### src/rtl/pmod_ad1_pkg.sv
// Shared types and constants for the Pmod AD1 array capture block.
package pmod_ad1_pkg;

  localparam int unsigned FRAME_BITS = 16;
  localparam int unsigned ADC_BITS   = 12;
  localparam int unsigned LEVEL_W    = 8;
  localparam int unsigned LEAD_ZEROS = 4;

  typedef enum logic [2:0] {
    IDLE,
    CS_SETUP,
    SHIFT,
    PUBLISH,
    QUIET
  } state_t;

endpackage

### src/rtl/pmod_ad1_array_capture_if.sv
// Pin/bus bundle for pmod_ad1_array_capture: AD1 serial pins plus published sample data.
interface pmod_ad1_array_capture_if
  import pmod_ad1_pkg::*;
#(
  parameter int unsigned N_CH = 5
);
  logic                      en;
  logic [N_CH-1:0]           dDATA;
  logic [N_CH-1:0]           calibrate;
  logic                      CS;
  logic                      SCLK;
  logic [N_CH*ADC_BITS-1:0]  sample;
  logic                      sample_valid;
  logic [N_CH*LEVEL_W-1:0]   level;
  logic [N_CH-1:0]           hit;
  logic                      busy;

  modport master (
    input  en, dDATA, calibrate,
    output CS, SCLK, sample, sample_valid, level, hit, busy
  );

  modport slave (
    output en, dDATA, calibrate,
    input  CS, SCLK, sample, sample_valid, level, hit, busy
  );
endinterface

### src/rtl/ad1_channel_detector.sv
// Per-channel baseline, level, hit and holdoff tracking, updated once per published frame.
// Optional PMOD_AD1_PEAK_HOLD_EN turns level into a decaying peak-hold.
module ad1_channel_detector
  import pmod_ad1_pkg::*;
#(
  parameter int unsigned HIT_THRESH     = 32,
  parameter int unsigned HOLDOFF_FRAMES = 64
) (
  input  logic                clk,
  input  logic                rst_n,
  input  logic                i_publish,
  input  logic                i_calibrate,
  input  logic [ADC_BITS-1:0] i_sample,
  output logic [LEVEL_W-1:0]  o_level,
  output logic                o_hit
);
  localparam int unsigned        HO_W    = $clog2(HOLDOFF_FRAMES + 1);
  localparam logic [HO_W-1:0]    HO_INIT = HO_W'(HOLDOFF_FRAMES);
  localparam logic [LEVEL_W-1:0] THRESH  = LEVEL_W'(HIT_THRESH);

  logic [ADC_BITS-1:0]     r_baseline;
  logic [HO_W-1:0]         r_holdoff;
  logic [LEVEL_W-1:0]      r_level;
  logic                    r_hit;
  logic signed [ADC_BITS:0] w_diff;
  logic [ADC_BITS-1:0]     w_mag;
  logic [LEVEL_W-1:0]      w_level_new;
  logic [LEVEL_W-1:0]      w_level_out;
  logic                    w_fire;

  always_comb begin
    w_diff      = $signed({1'b0, i_sample}) - $signed({1'b0, r_baseline});
    w_mag       = w_diff[ADC_BITS] ? ADC_BITS'(-w_diff) : ADC_BITS'(w_diff);
    w_level_new = w_mag[ADC_BITS-1 -: LEVEL_W];
    w_fire      = (w_level_new >= THRESH) && (r_holdoff == '0);
`ifdef PMOD_AD1_PEAK_HOLD_EN
    // Decay the held peak by one per frame, but never below the fresh value.
    w_level_out = (r_level == '0) ? '0 : r_level - LEVEL_W'(1);
    if (w_level_new > w_level_out) w_level_out = w_level_new;
`else
    w_level_out = w_level_new;
`endif
  end

  always_ff @(posedge clk or negedge rst_n) begin
    if (!rst_n) begin
      r_baseline <= '0;
      r_holdoff  <= '0;
      r_level    <= '0;
      r_hit      <= 1'b0;
    end else begin
      r_hit <= 1'b0;
      if (i_publish) begin
        if (i_calibrate) begin
          r_baseline <= i_sample;
          r_level    <= '0;
          r_holdoff  <= '0;
        end else begin
          r_level <= w_level_out;
          if (w_fire) begin
            r_hit     <= 1'b1;
            r_holdoff <= HO_INIT;
          end else if (r_holdoff != '0) begin
            r_holdoff <= r_holdoff - HO_W'(1);
          end
        end
      end
    end
  end

  assign o_level = r_level;
  assign o_hit   = r_hit;
endmodule

### src/rtl/pmod_ad1_array_capture.sv
// Shared CS/SCLK master for N_CH Pmod AD1 lines: frame FSM, synchronisers, shift registers.
// Build option PMOD_AD1_PEAK_HOLD_EN selects peak-hold levels in the channel detectors.
module pmod_ad1_array_capture
  import pmod_ad1_pkg::*;
#(
  parameter int unsigned N_CH           = 5,
  parameter int unsigned SCLK_DIV       = 4000,
  parameter int unsigned QUIET_CYC      = 8000,
  parameter int unsigned HIT_THRESH     = 32,
  parameter int unsigned HOLDOFF_FRAMES = 64
) (
  input  logic                     CLK,
  input  logic                     rst_n,
  pmod_ad1_array_capture_if.master bus
);
  localparam int unsigned CNT_MAX = (SCLK_DIV > QUIET_CYC) ? SCLK_DIV : QUIET_CYC;
  localparam int unsigned CNT_W   = $clog2(CNT_MAX);
  localparam int unsigned BIT_W   = $clog2(FRAME_BITS);
  localparam int unsigned SH_W    = FRAME_BITS - LEAD_ZEROS;

  if (SCLK_DIV < 4)                    begin : g_bad_div   $error("SCLK_DIV must be >= 4");      end
  if (QUIET_CYC < 2)                   begin : g_bad_quiet $error("QUIET_CYC must be >= 2");     end
  if ((N_CH < 1) || (N_CH > 16))       begin : g_bad_nch   $error("N_CH must be 1..16");         end
  if (HOLDOFF_FRAMES < 1)              begin : g_bad_ho    $error("HOLDOFF_FRAMES must be >= 1"); end

  logic [1:0]               r_rst_sync;
  logic                     w_rst_n;
  logic [N_CH-1:0]          r_sync1, r_sync2;
  logic [SH_W-1:0]          r_shreg [N_CH];
  state_t                   r_state;
  logic [CNT_W-1:0]         r_cnt;
  logic [BIT_W-1:0]         r_bit;
  logic                     r_phase_hi;
  logic                     r_cs, r_sclk, r_busy, r_valid;
  logic [N_CH*ADC_BITS-1:0] r_sample;
  logic [N_CH*LEVEL_W-1:0]  w_level_all;
  logic [N_CH-1:0]          w_hit_all;
  logic                     w_div_end, w_shift, w_publish;

  // Asynchronous assert, synchronous release.
  always_ff @(posedge CLK or negedge rst_n) begin
    if (!rst_n) r_rst_sync <= '0;
    else        r_rst_sync <= {r_rst_sync[0], 1'b1};
  end
  assign w_rst_n = r_rst_sync[1];

  assign w_div_end = (r_cnt == CNT_W'(SCLK_DIV - 1));
  assign w_shift   = (r_state == SHIFT) && r_phase_hi && w_div_end;
  assign w_publish = (r_state == PUBLISH);

  always_ff @(posedge CLK or negedge w_rst_n) begin
    if (!w_rst_n) begin
      r_sync1 <= '0;
      r_sync2 <= '0;
    end else begin
      r_sync1 <= bus.dDATA;
      r_sync2 <= r_sync1;
    end
  end

  // Only the low 12 bits are kept; the leading zeros shift straight out.
  always_ff @(posedge CLK or negedge w_rst_n) begin
    if (!w_rst_n) begin
      for (int i = 0; i < int'(N_CH); i++) r_shreg[i] <= '0;
    end else if (w_shift) begin
      for (int i = 0; i < int'(N_CH); i++) r_shreg[i] <= {r_shreg[i][SH_W-2:0], r_sync2[i]};
    end
  end

  always_ff @(posedge CLK or negedge w_rst_n) begin
    if (!w_rst_n) begin
      r_sample <= '0;
    end else if (w_publish) begin
      for (int i = 0; i < int'(N_CH); i++) r_sample[i*ADC_BITS +: ADC_BITS] <= r_shreg[i];
    end
  end

  // Frame sequencer; SCLK toggles every SCLK_DIV cycles while shifting.
  always_ff @(posedge CLK or negedge w_rst_n) begin
    if (!w_rst_n) begin
      r_state    <= IDLE;
      r_cnt      <= '0;
      r_bit      <= '0;
      r_phase_hi <= 1'b1;
      r_cs       <= 1'b1;
      r_sclk     <= 1'b1;
      r_busy     <= 1'b0;
      r_valid    <= 1'b0;
    end else begin
      r_valid <= w_publish;
      case (r_state)
        IDLE: begin
          r_cnt <= '0;
          if (bus.en) begin
            r_cs    <= 1'b0;
            r_busy  <= 1'b1;
            r_state <= CS_SETUP;
          end
        end
        CS_SETUP: begin
          if (w_div_end) begin
            r_cnt      <= '0;
            r_bit      <= '0;
            r_sclk     <= 1'b0;
            r_phase_hi <= 1'b0;
            r_state    <= SHIFT;
          end else begin
            r_cnt <= r_cnt + CNT_W'(1);
          end
        end
        SHIFT: begin
          if (w_div_end) begin
            r_cnt <= '0;
            if (!r_phase_hi) begin
              r_sclk     <= 1'b1;
              r_phase_hi <= 1'b1;
            end else if (r_bit == BIT_W'(FRAME_BITS - 1)) begin
              r_cs    <= 1'b1;
              r_state <= PUBLISH;
            end else begin
              r_sclk     <= 1'b0;
              r_phase_hi <= 1'b0;
              r_bit      <= r_bit + BIT_W'(1);
            end
          end else begin
            r_cnt <= r_cnt + CNT_W'(1);
          end
        end
        PUBLISH: begin
          r_cnt   <= '0;
          r_state <= QUIET;
        end
        QUIET: begin
          if (r_cnt == CNT_W'(QUIET_CYC - 1)) begin
            r_cnt   <= '0;
            r_busy  <= 1'b0;
            r_state <= IDLE;
          end else begin
            r_cnt <= r_cnt + CNT_W'(1);
          end
        end
        default: r_state <= IDLE;
      endcase
    end
  end

  for (genvar g = 0; g < int'(N_CH); g++) begin : g_ch
    ad1_channel_detector #(
      .HIT_THRESH     (HIT_THRESH),
      .HOLDOFF_FRAMES (HOLDOFF_FRAMES)
    ) u_det (
      .clk         (CLK),
      .rst_n       (w_rst_n),
      .i_publish   (w_publish),
      .i_calibrate (bus.calibrate[g]),
      .i_sample    (r_shreg[g]),
      .o_level     (w_level_all[g*LEVEL_W +: LEVEL_W]),
      .o_hit       (w_hit_all[g])
    );
  end

  assign bus.CS           = r_cs;
  assign bus.SCLK         = r_sclk;
  assign bus.sample       = r_sample;
  assign bus.sample_valid = r_valid;
  assign bus.level        = w_level_all;
  assign bus.hit          = w_hit_all;
  assign bus.busy         = r_busy;
endmodule

### src/flat_wrapper.sv
// flat-port wrapper written by rule: the top's interface ports become plain ports
module pmod_ad1_array_capture_flat import pmod_ad1_pkg::*;
#(
  parameter int unsigned N_CH           = 5,
  parameter int unsigned SCLK_DIV       = 4000,
  parameter int unsigned QUIET_CYC      = 8000,
  parameter int unsigned HIT_THRESH     = 32,
  parameter int unsigned HOLDOFF_FRAMES = 64
)
  (CLK, rst_n, bus_en, bus_dDATA, bus_calibrate, bus_CS, bus_SCLK, bus_sample, bus_sample_valid, bus_level, bus_hit, bus_busy);
  pmod_ad1_array_capture_if #(.N_CH(N_CH)) bus_i ();
  input  logic CLK;
  input  logic rst_n;
  input wire logic [$bits(bus_i.en)-1:0] bus_en;
  input wire logic [$bits(bus_i.dDATA)-1:0] bus_dDATA;
  input wire logic [$bits(bus_i.calibrate)-1:0] bus_calibrate;
  output wire logic [$bits(bus_i.CS)-1:0] bus_CS;
  output wire logic [$bits(bus_i.SCLK)-1:0] bus_SCLK;
  output wire logic [$bits(bus_i.sample)-1:0] bus_sample;
  output wire logic [$bits(bus_i.sample_valid)-1:0] bus_sample_valid;
  output wire logic [$bits(bus_i.level)-1:0] bus_level;
  output wire logic [$bits(bus_i.hit)-1:0] bus_hit;
  output wire logic [$bits(bus_i.busy)-1:0] bus_busy;
  assign bus_i.en = bus_en;
  assign bus_i.dDATA = bus_dDATA;
  assign bus_i.calibrate = bus_calibrate;
  assign bus_CS = bus_i.CS;
  assign bus_SCLK = bus_i.SCLK;
  assign bus_sample = bus_i.sample;
  assign bus_sample_valid = bus_i.sample_valid;
  assign bus_level = bus_i.level;
  assign bus_hit = bus_i.hit;
  assign bus_busy = bus_i.busy;
  pmod_ad1_array_capture #(.N_CH(N_CH), .SCLK_DIV(SCLK_DIV), .QUIET_CYC(QUIET_CYC), .HIT_THRESH(HIT_THRESH), .HOLDOFF_FRAMES(HOLDOFF_FRAMES)) u_core (.CLK(CLK), .rst_n(rst_n), .bus(bus_i));
endmodule
### config.mk
export PLATFORM = sky130hd
export DESIGN_NAME = pmod_ad1_array_capture_flat
export DESIGN_NICKNAME = d
export VERILOG_FILES = /design/src/rtl/pmod_ad1_pkg.sv /design/src/rtl/pmod_ad1_array_capture_if.sv /design/src/rtl/ad1_channel_detector.sv /design/src/rtl/pmod_ad1_array_capture.sv /design/src/flat_wrapper.sv
export SDC_FILE = /design/constraint.sdc
export NUM_CORES = 1
export LEC_CHECK = 0
export BUFFER_PORTS_ARGS = -buffer_cell sky130_fd_sc_hd__buf_2
export CAP_MARGIN = 5
export CORE_MARGIN = 4
export CORE_UTILIZATION = 60
export DETAILED_ROUTE_END_ITERATION = 10
export PLACE_DENSITY = 0.84
export SETUP_SLACK_MARGIN = 0.2
export SLEW_MARGIN = 20
export SYNTH_ARGS = -nofsm -noshare
export SYNTH_HDL_FRONTEND = slang
export SYNTH_SLANG_ARGS = --single-unit
### constraint.sdc
create_clock -name CLK -period 10.1 [get_ports CLK]
set_clock_uncertainty 0.1 [all_clocks]
set_input_delay 2.02 -clock CLK [delete_from_list [all_inputs] [get_ports CLK]]
set_output_delay 2.02 -clock CLK [all_outputs]
set_load 0.01 [all_outputs]
### Yosys cells after proc, flatten, opt, wreduce, memory -nomap -nowiden

Cells that the tools add are included.

* register bits after elaboration: 297
* input port bits: 13
* output and inout port bits: 109
* logic and storage cells: 191

* add/subtract/negate cells: 17
* order comparisons: 5
* equality and inequality tests: 15
* muxes and demuxes: 72
* reduce and logical (&&, ||, !) cells: 45

Operator list (number)
* $mux 7: 15
* $sub 12x12->13: 5
* $mux 12: 5
* $neg 12->12: 5
* $ge 8x6->1 const B: 5
* $mux 8: 5
* $pmux 13 s3: 1
* $logic_not 7->1: 5
* $reduce_bool 7->1: 5
* $sub 7x1->7 const B: 5
* $mux 1: 28
* $mux 13: 2
* $reduce_and 2->1: 10
* $mux 3: 6
* $reduce_bool 3->1: 6
* $mux 4: 4
* $pmux 3 s5: 1
* $add 13x1->13 const B: 1
* $eq 13x12->1 const B: 1
* $eq 13x13->1 const B: 1
* $reduce_and 5->1: 2
* $ne 2x1->1 const B: 4
* $pmux 1 s2: 4
* $pmux 4 s2: 1
* 14 further kinds: 27

### Logic depth before layout (Yosys ltp)

Gate-level depths: netlist of the first run.

* depth after elaboration: 8
* mapped depth: 13

### By module

From an unflattened synthesis of the first run, not the netlist that was laid out.

* cells, all modules: 1573
* area total of the unflattened synthesis: 16226.8 µm²

Modules (own cells, without submodules)
* ad1_channel_detector: instances 5, cells each 203, area each 1988.2 µm²
* pmod_ad1_array_capture: instances 1, cells each 558, area each 6286.0 µm²

### Worst setup path after synthesis of the first run

No wires, ideal clock.

* kind: flip-flop to flip-flop
* from: register u_core.r_shreg[36] (netlist name)
* to: register u_core.g_ch[1].u_det.r_holdoff[6]
* library setup time: 126 ps
* arrival: 2995 ps
* required time: 9874 ps
* slack: 6878 ps
* cell stages (with the launch flop): 13
* buffers on the path: 0
* period minus slack after synthesis: 3222 ps
* cell sequence: dfrtp_1 inv_1 ha_1 fa_1 nand2b_1 a21oi_1 nor4_1 a311oi_1 nand4_2 a2111o_1 o211ai_2 nor3_2 a311o_1

* cells in the longest elaborated chain, start to end: 7
* elaborated cells on any way between the ends: 9
* classes of those cells: 2 x add/sub; 1 x order compare; 3 x mux; 3 x reduce/logical

RTL lines
* from (decl): line pmod_ad1_array_capture.sv:29 `logic [SH_W-1:0] r_shreg [N_CH];`
* $sub 12x12->13 *: line ad1_channel_detector.sv:32 `w_diff = $signed({1'b0, i_sample}) - $signed({1'b0, r_baseline});`
* $neg 12->12: line ad1_channel_detector.sv:33 `w_mag = w_diff[ADC_BITS] ? ADC_BITS'(-w_diff) : ADC_BITS'(w_diff);`
* $mux 12 *: line ad1_channel_detector.sv:33
* $ge 8x6->1 *: line ad1_channel_detector.sv:35 `w_fire = (w_level_new >= THRESH) && (r_holdoff == '0);`
* $logic_and 1x1->1 *: line ad1_channel_detector.sv:35
* $reduce_bool 3->1 (no line) or $mux 7 (tied branches)
* $reduce_and 2->1 (no line) or $mux 7 (tied branches)
* to (signal assigned): line ad1_channel_detector.sv:64 `r_holdoff <= r_holdoff - HO_W'(1);`
* to (decl): line ad1_channel_detector.sv:22 `logic [HO_W-1:0] r_holdoff;`

Every way passes the cells marked *; elsewhere a longest branch is shown, timed or not.
A chain may end at the register's enable or synchronous reset.

### Worst setup path after layout of the first run

* from: register u_core.r_shreg[24] (netlist name)
* to: register u_core.g_ch[2].u_det.r_holdoff[1]

* cells in the longest elaborated chain, start to end: 7
* elaborated cells on any way between the ends: 9
* classes of those cells: 2 x add/sub; 1 x order compare; 3 x mux; 3 x reduce/logical

RTL lines (line)
* $sub 12x12->13 *: ad1_channel_detector.sv:32
* $neg 12->12: ad1_channel_detector.sv:33
* $mux 12 *: ad1_channel_detector.sv:33
* $ge 8x6->1 *: ad1_channel_detector.sv:35
* $logic_and 1x1->1 *: ad1_channel_detector.sv:35
* $reduce_bool 3->1 (no line) or $mux 7 (tied branches)
* $reduce_and 2->1 (no line) or $mux 7 (tied branches)
* to (signal assigned): ad1_channel_detector.sv:64
* to (decl): ad1_channel_detector.sv:22

Marked as above.

==> impl_metrics.py, run 1 <==
metrics = {
    "status": {
        "status": "complete, no violations",
    },
    "power": {
        "power.leakage_nw": 8.80,
        "vdd_drop_max_uv": 178,
        "power_w": 0.00240,
        "power_density_mw_per_mm2": 138,
    },
    "synthesis": {
        "synth_cell_types": 83,
        "synth_commonest_cells": "410 x nand2_1, 294 x dfrtp_1, 112 x o21ai_0",
        "syn_inst": 1674,
        "yosysWarnings": 0,
        "syn-cell-area_mm2": 0.0156,
        "synth_area_leaders": "dfrtp_1 47%, nand2_1 9.9%, ha_1 5.4%",
        "synth_edf_count": 0,
        "synth-seq-area-share_pct": 47.7,
        "synth_flop_cell": "dfrtp_1",
        "synth_most_common_cell": "nand2_1",
        "syn_nets": 1759,
        "yosysTopAreaCellShare_pct": 47.2,
        "async_flop_share_pct": 100,
        "yosys.area.top_type": "dfrtp_1",
        "synth_seq_cells": 297,
        "synth_area_per_cell_um2": 9.31,
    },
    "place": {
        "place_ws_ns": 6.40,
        "portBuffers": 121,
        "placed_area_mm2": 0.0164,
        "gp_congestion": 0.861,
        "hpwl_um": 23200,
    },
    "clocking": {
        "cts.sinks": 297,
        "cts_tree": "done",
        "post_cts_buffers": 0,
        "clk_latency_ns": 0.55,
        "cts-htree-levels": 1,
        "cts_made_buffers": 31,
        "hold_buffers": 0,
        "post_cts_resized": 0,
        "cts_buffer_depth": 3,
        "root_buffer": "clkbuf_16",
        "clk_pin_slew_ns": 0.06,
    },
    "flow_run": {
        "maxCapViolCount": 0,
    },
    "cells_and_area": {
        "nFillCells": 1937,
        "drive_gt1_share_pct": 14.6,
        "post-route-cell-area_mm2": 0.0174,
        "area_growth_syn_to_layout_pct": 11.8,
        "antenna_cells": 0,
        "nets": 1861,
    },
    "floorplan": {
        "initial_core_util_pct": 61.3,
        "die_x_um": 169,
        "dieArea_mm2": 0.0286,
        "rows": 58,
        "die_y_um": 169,
        "io_pins": 122,
        "core_mm2": 0.0254,
    },
    "grt": {
        "grt_use_total_pct": 23.7,
        "grt_max_degree": 86,
        "grt_first_pass_wirelength_um": 58000,
        "overflow": 0,
        "antenna_found_initial": 0,
        "grt_pass1_vias": 12218,
    },
    "critical_path": {
        "end_kind": "flop",
        "critPathMaxFanout": 11,
        "reg2regPathDepth": 12,
        "reg2reg_setup_slack_ns": 6.35,
        "cp_cell_sequence": "inv_1 > ha_1 > fa_1 > nor2b_1 > o21ai_1 > a21boi_1 > a221oi_2 > o2bb2ai_1 > o21ai_0 > o2111ai_1 > o41a_1 > o41ai_2",
        "worst-setup-path-type": "flop to flop",
        "arrival_ns": 4.08,
        "crit_required_ns": 10.43,
        "startpoint": "u_core.r_shreg[24]$_DFFE_PN0P_",
        "start_kind": "flop",
        "r2r-start": "u_core.r_shreg[24]$_DFFE_PN0P_",
        "worstSetupEndpoint": "u_core.g_ch[2].u_det.r_holdoff[1]$_DFFE_PN0P_",
        "max_stage_delay_ns": 0.76,
        "r2r_end": "u_core.g_ch[2].u_det.r_holdoff[1]$_DFFE_PN0P_",
        "slowest_stage": "o21ai_0",
    },
    "sta": {
        "slew_headroom_pct": 35.8,
        "hold_viol_final": 0,
        "setup_violations": 0,
        "final.setup.tns_ns": 0,
        "holdWs_ns": 0.247,
        "rsz0062_at_grt": "no",
        "worst_pin_slew_ns": 0.963,
        "fin_crit_sh_pct": 37.1,
        "final_max_slew_viol_count": 0,
        "max_freq_ghz": 0.267,
        "period_minus_slack_ns": 3.75,
        "finalWorstSetupSlack_ns": 6.35,
    },
    "route": {
        "remaining_drc_errors": 0,
        "drt_iter0_markers": 809,
        "routedWlPerCell_um": 15.9,
        "wl_um": 33900,
        "routed-via-count": 12225,
        "firstDrtPassIters": 5,
        "ant_nets": 0,
        "routed_via_density": 5.74,
    },
    "min_path": {
        "hp-class": "flop to flop",
    },
}
## per-stage QoR
stage               instances  utilization [%]
finish                   2128             68.6
global route             2128             68.6
CTS                      2128             68.6
detailed placement       2073             64.7
global placement         2073             64.7
floorplan                1674                -
## critical path: cells and delay by family, from the launching register on
family | cells | cell delay [ns]
compound gates | 8 | 2.33
simple gates | 1 | 0.13
flops | 1 | 0.33
buf+inv | 1 | 0.08
fa+ha+maj | 2 | 0.64
## cells in the final DEF, fill, tap and decap left out, types with 9 or more instances in the layout
master | Yosys | layout
or3_1 | 26 | 26
ha_1 | 67 | 67
mux2_2 | 53 | 53
clkbuf_16 | 0 | 31
o21a_1 | 12 | 12
clkbuf_8 | 0 | 9
nand3_1 | 13 | 13
o21ai_0 | 112 | 112
xor2_1 | 32 | 32
nor4_1 | 10 | 9
nor2b_1 | 23 | 23
inv_1 | 101 | 101
buf_2 | 2 | 121
a22o_1 | 36 | 36
a21oi_1 | 63 | 63
nor2_1 | 67 | 67
dfrtp_1 | 294 | 293
nor3_1 | 34 | 34
nand2_1 | 410 | 409
o31ai_1 | 21 | 21
xnor2_1 | 47 | 47
a21o_1 | 19 | 19
nand2b_1 | 17 | 17
and3_1 | 10 | 10
## state kept, by name, indices dropped and copies added, names as in the netlist
signal	cells
u_core.r_cnt	13
u_core.bus.CS	1
u_core.r_state	3
u_core.r_sync2	5
u_core.bus.sample_valid	1
u_core.r_bit	4
u_core.g_ch.u_det.o_hit	5
u_core.g_ch.u_det.r_baseline	60
u_core.bus.SCLK	1
u_core.r_rst_sync	2
u_core.bus.sample	60
u_core.bus.busy	1
u_core.g_ch.u_det.r_holdoff	35
u_core.g_ch.u_det.o_level	40
u_core.r_sync1	5
u_core.r_phase_hi	1
u_core.r_shreg	60
## worst min path at each step
stage                                   startpoint                        endpoint  slack, ns  cells after the start
floorplan           u_core.r_rst_sync[0]$_DFF_PN0_  u_core.r_rst_sync[1]$_DFF_PN0_       0.23                      0
global placement       u_core.r_sync1[1]$_DFF_PN0_     u_core.r_sync2[1]$_DFF_PN0_       0.23                      0
detailed placement     u_core.r_sync1[1]$_DFF_PN0_     u_core.r_sync2[1]$_DFF_PN0_       0.24                      0
CTS                    u_core.r_sync1[1]$_DFF_PN0_     u_core.r_sync2[1]$_DFF_PN0_       0.25                      0
global route        u_core.r_rst_sync[0]$_DFF_PN0_  u_core.r_rst_sync[1]$_DFF_PN0_       0.26                      0
finish                 u_core.r_sync1[1]$_DFF_PN0_     u_core.r_sync2[1]$_DFF_PN0_       0.25                      0
## per-layer routing
layer  GRT usage [%]  share of wire [%]
met4            6.34                2.3
met1            32.0                 45
met2            40.7                 48
met5               0                  0
met3            3.38                4.1
## cell families after synthesis
kind of cell	after synthesis	synth area share, %
compound gates	351	15.0
xor+xnor	79	4.44
fa+ha+maj	72	6.02
buf+inv	163	4.06
flops	297	47.7
mux	56	4.02
other cells	1	0.0241
simple gates	655	18.7
## report_power, final
part / total [W] / internal, W / switching, W
logic: 0.0000684 / 0.0000215 / 0.0000469
registers: 0.00123 / 0.00121 / 0.0000190
clock network: 0.00110 / 0.000651 / 0.000452
## area by class of cell
class	instances	area, µm²	area share [%]
Tap cell	330	413	2.37
Sequential cell	297	7440	42.7
Clock inverter	8	68.8	0.395
Timing Repair Buffer	129	669	3.84
Inverter	103	387	2.22
Multi-Input combinational cell	1214	7520	43.2
Clock buffer	47	926	5.31
Note: power is estimated with default switching activity, not from simulation.
==> run 2: changes to the inputs <==
clock period = 3.8 ns   (was 10.1 ns; I/O delays follow)
==> run 2 against run 1 <==
Compared with the run above:
- sequential power grew to 2.7 times the previous value
- setup slack worse by 5.9 ns
- first-iteration DRC count is 17% lower
- sequential cell count stayed put
- worst hold slack worse by 0.029 ns
- sequential share of layout area is 0.33 points lower
- critical path depth stayed put
- wire length is 0.15% higher
==> impl_metrics.py, run 2 (synthesized netlist as in run 1, its figures left out) <==
metrics = {
    "sta": {
        "setup_violations": 0,
        "slew_headroom_pct": 46.0,
        "fin_crit_sh_pct": 89.0,
        "rsz0062_at_grt": "no",
        "period_minus_slack_ns": 3.38,
        "max_freq_ghz": 0.296,
        "final.setup.tns_ns": 0,
        "worst_pin_slew_ns": 0.804,
        "holdWs_ns": 0.218,
        "final_max_slew_viol_count": 0,
        "hold_viol_final": 0,
    },
    "min_path": {
        "holdPathEnd": "u_core.r_sync1[3]$_DFF_PN0_",
        "min_path_cells": 1,
        "worstHoldStart": "bus_dDATA[3]",
        "hp-class": "input pin to flop",
    },
    "critical_path": {
        "start_kind": "flop",
        "arrival_ns": 3.71,
        "end_kind": "flop",
        "reg2reg_setup_slack_ns": 0.42,
        "critPathMaxFanout": 5,
        "worst-setup-path-type": "flop to flop",
        "r2r-start": "u_core.r_shreg[24]$_DFFE_PN0P_",
        "crit_required_ns": 4.13,
        "reg2regPathDepth": 12,
        "r2r_end": "u_core.g_ch[2].u_det.r_holdoff[1]$_DFFE_PN0P_",
    },
    "clocking": {
        "root_buffer": "clkbuf_16",
        "cts_buffer_depth": 3,
        "clk_latency_ns": 0.54,
        "cts_tree": "done",
        "cts_made_buffers": 31,
        "post_cts_buffers": 0,
        "clk_pin_slew_ns": 0.06,
        "cts.sinks": 297,
        "cts-htree-levels": 1,
    },
    "grt": {
        "grt_use_total_pct": 23.8,
        "antenna_found_initial": 1,
        "grt_first_pass_wirelength_um": 58300,
        "overflow": 0,
        "grt_pass1_vias": 12192,
        "grt_max_degree": 106,
    },
    "route": {
        "ant_nets": 0,
        "firstDrtPassIters": 5,
        "routedWlPerCell_um": 15.9,
        "routed_via_density": 5.77,
        "drt_iter0_markers": 671,
        "wl_um": 34000,
        "remaining_drc_errors": 0,
        "routed-via-count": 12321,
    },
    "floorplan": {
        "io_pins": 122,
        "core_mm2": 0.0254,
        "dieArea_mm2": 0.0286,
        "initial_core_util_pct": 61.3,
        "rows": 58,
        "die_x_um": 169,
        "die_y_um": 169,
    },
    "cells_and_area": {
        "area_growth_syn_to_layout_pct": 12.7,
        "final_cell_mix": "409 x nand2_1, 293 x dfrtp_1, 121 x buf_2",
        "final_common_cell": "nand2_1",
        "drive_gt1_share_pct": 14.9,
        "nets": 1868,
    },
    "power": {
        "vdd_drop_max_uv": 286,
        "power_density_mw_per_mm2": 370,
        "power.leakage_nw": 8.85,
    },
    "flow_run": {
        "maxCapViolCount": 0,
    },
    "status": {
        "status": "complete, no violations",
    },
    "place": {
        "hpwl_um": 23000,
        "portBuffers": 121,
        "gp_congestion": 0.901,
    },
}
[run 2: changes by cell type in the layout (fill, tap and decap cells not counted), moves of 2 or more]
| cell | before | now |
|---|---|---|
| buf_4 | 7 | 12 |
| clkinv_2 | 6 | 2 |
| clkinvlp_4 | 0 | 3 |
| buf_12 | 0 | 2 |
| bufinv_16 | 1 | 3 |
| clkbuf_8 | 9 | 7 |
[run 2: area by class of cell]
cell class,instances,area (µm²)
Multi-Input combinational cell,1214,7540
Fill cell,1913,7840
Inverter,103,387
Antenna cell,1,2.50
Timing Repair Buffer,136,746
Sequential cell,297,7440
Tap cell,330,413
Clock inverter,10,140
Clock buffer,45,898
[run 2: layer usage]
| layer | up-vias | GRT usage [%] | wire (µm) |
|---|---|---|---|
| li1 | 5976 | - | - |
| met1 | 6018 | 33.1 | 15200 |
| met2 | 266 | 40.1 | 16700 |
| met3 | 61 | 2.87 | 1440 |
| met4 | 0 | 6.37 | 711 |
| met5 | - | 0 | 0 |
[run 2: per-stage QoR]
| step | cells | worst slack, ns | power [W] | util, % | area [µm²] |
|---|---|---|---|---|---|
| after global placement | 2079 | 0.612 | 0.00348 | 65.0 | 16500 |
| after global routing | 2136 | 0.224 | 0.00673 | 69.2 | 17600 |
| after CTS | 2135 | 0.348 | 0.00656 | 69.1 | 17500 |
| after detailed placement | 2079 | 0.386 | 0.00350 | 65.0 | 16500 |
| final | 2136 | 0.418 | 0.00650 | 69.2 | 17600 |
| after floorplan | 1674 | 0.578 | 0.00343 | - | 15600 |
[run 2: worst max path at each step]
stage	startpoint	end
after floorplan	u_core.r_shreg[36]$_DFFE_PN0P_	u_core.g_ch[1].u_det.r_holdoff[6]$_DFFE_PN0P_
after global placement	u_core.r_shreg[0]$_DFFE_PN0P_	u_core.g_ch[4].u_det.r_holdoff[1]$_DFFE_PN0P_
after detailed placement	u_core.r_shreg[24]$_DFFE_PN0P_	u_core.g_ch[2].u_det.r_holdoff[1]$_DFFE_PN0P_
after CTS	u_core.r_shreg[24]$_DFFE_PN0P_	u_core.g_ch[2].u_det.r_holdoff[1]$_DFFE_PN0P_
after global routing	u_core.r_shreg[24]$_DFFE_PN0P_	u_core.g_ch[2].u_det.r_holdoff[1]$_DFFE_PN0P_
final	u_core.r_shreg[24]$_DFFE_PN0P_	u_core.g_ch[2].u_det.r_holdoff[1]$_DFFE_PN0P_
[run 2: critical path, cell delays in order, from the launching register on]
cell,delay [ns]
dfrtp_1,0.32
inv_1,0.07
ha_1,0.24
fa_1,0.42
nor2b_1,0.16
o21ai_1,0.09
a21boi_1,0.37
o221ai_1,0.23
nand2b_1,0.23
nor4_4,0.34
o2111ai_1,0.18
o41a_1,0.21
o41ai_2,0.31
[run 2: repair_timing]
action | 4_1_cts | 5_1_grt
gates resized for setup | 0 | 3
hold buffers | 1 | 0
endpoints found under the hold margin | 2 | 0
endpoints found under the setup margin | 0 | 10
[run 2: report_power, final]
part | leakage, nW | total (W) | internal [W] | switching [W]
sequential | 3.91 | 0.00326 | 0.00321 | 0.0000489
combinational | 4.44 | 0.000183 | 0.0000601 | 0.000123
clock | 0.500 | 0.00306 | 0.00184 | 0.00122
total | 8.85 | 0.00650 | 0.00510 | 0.00140
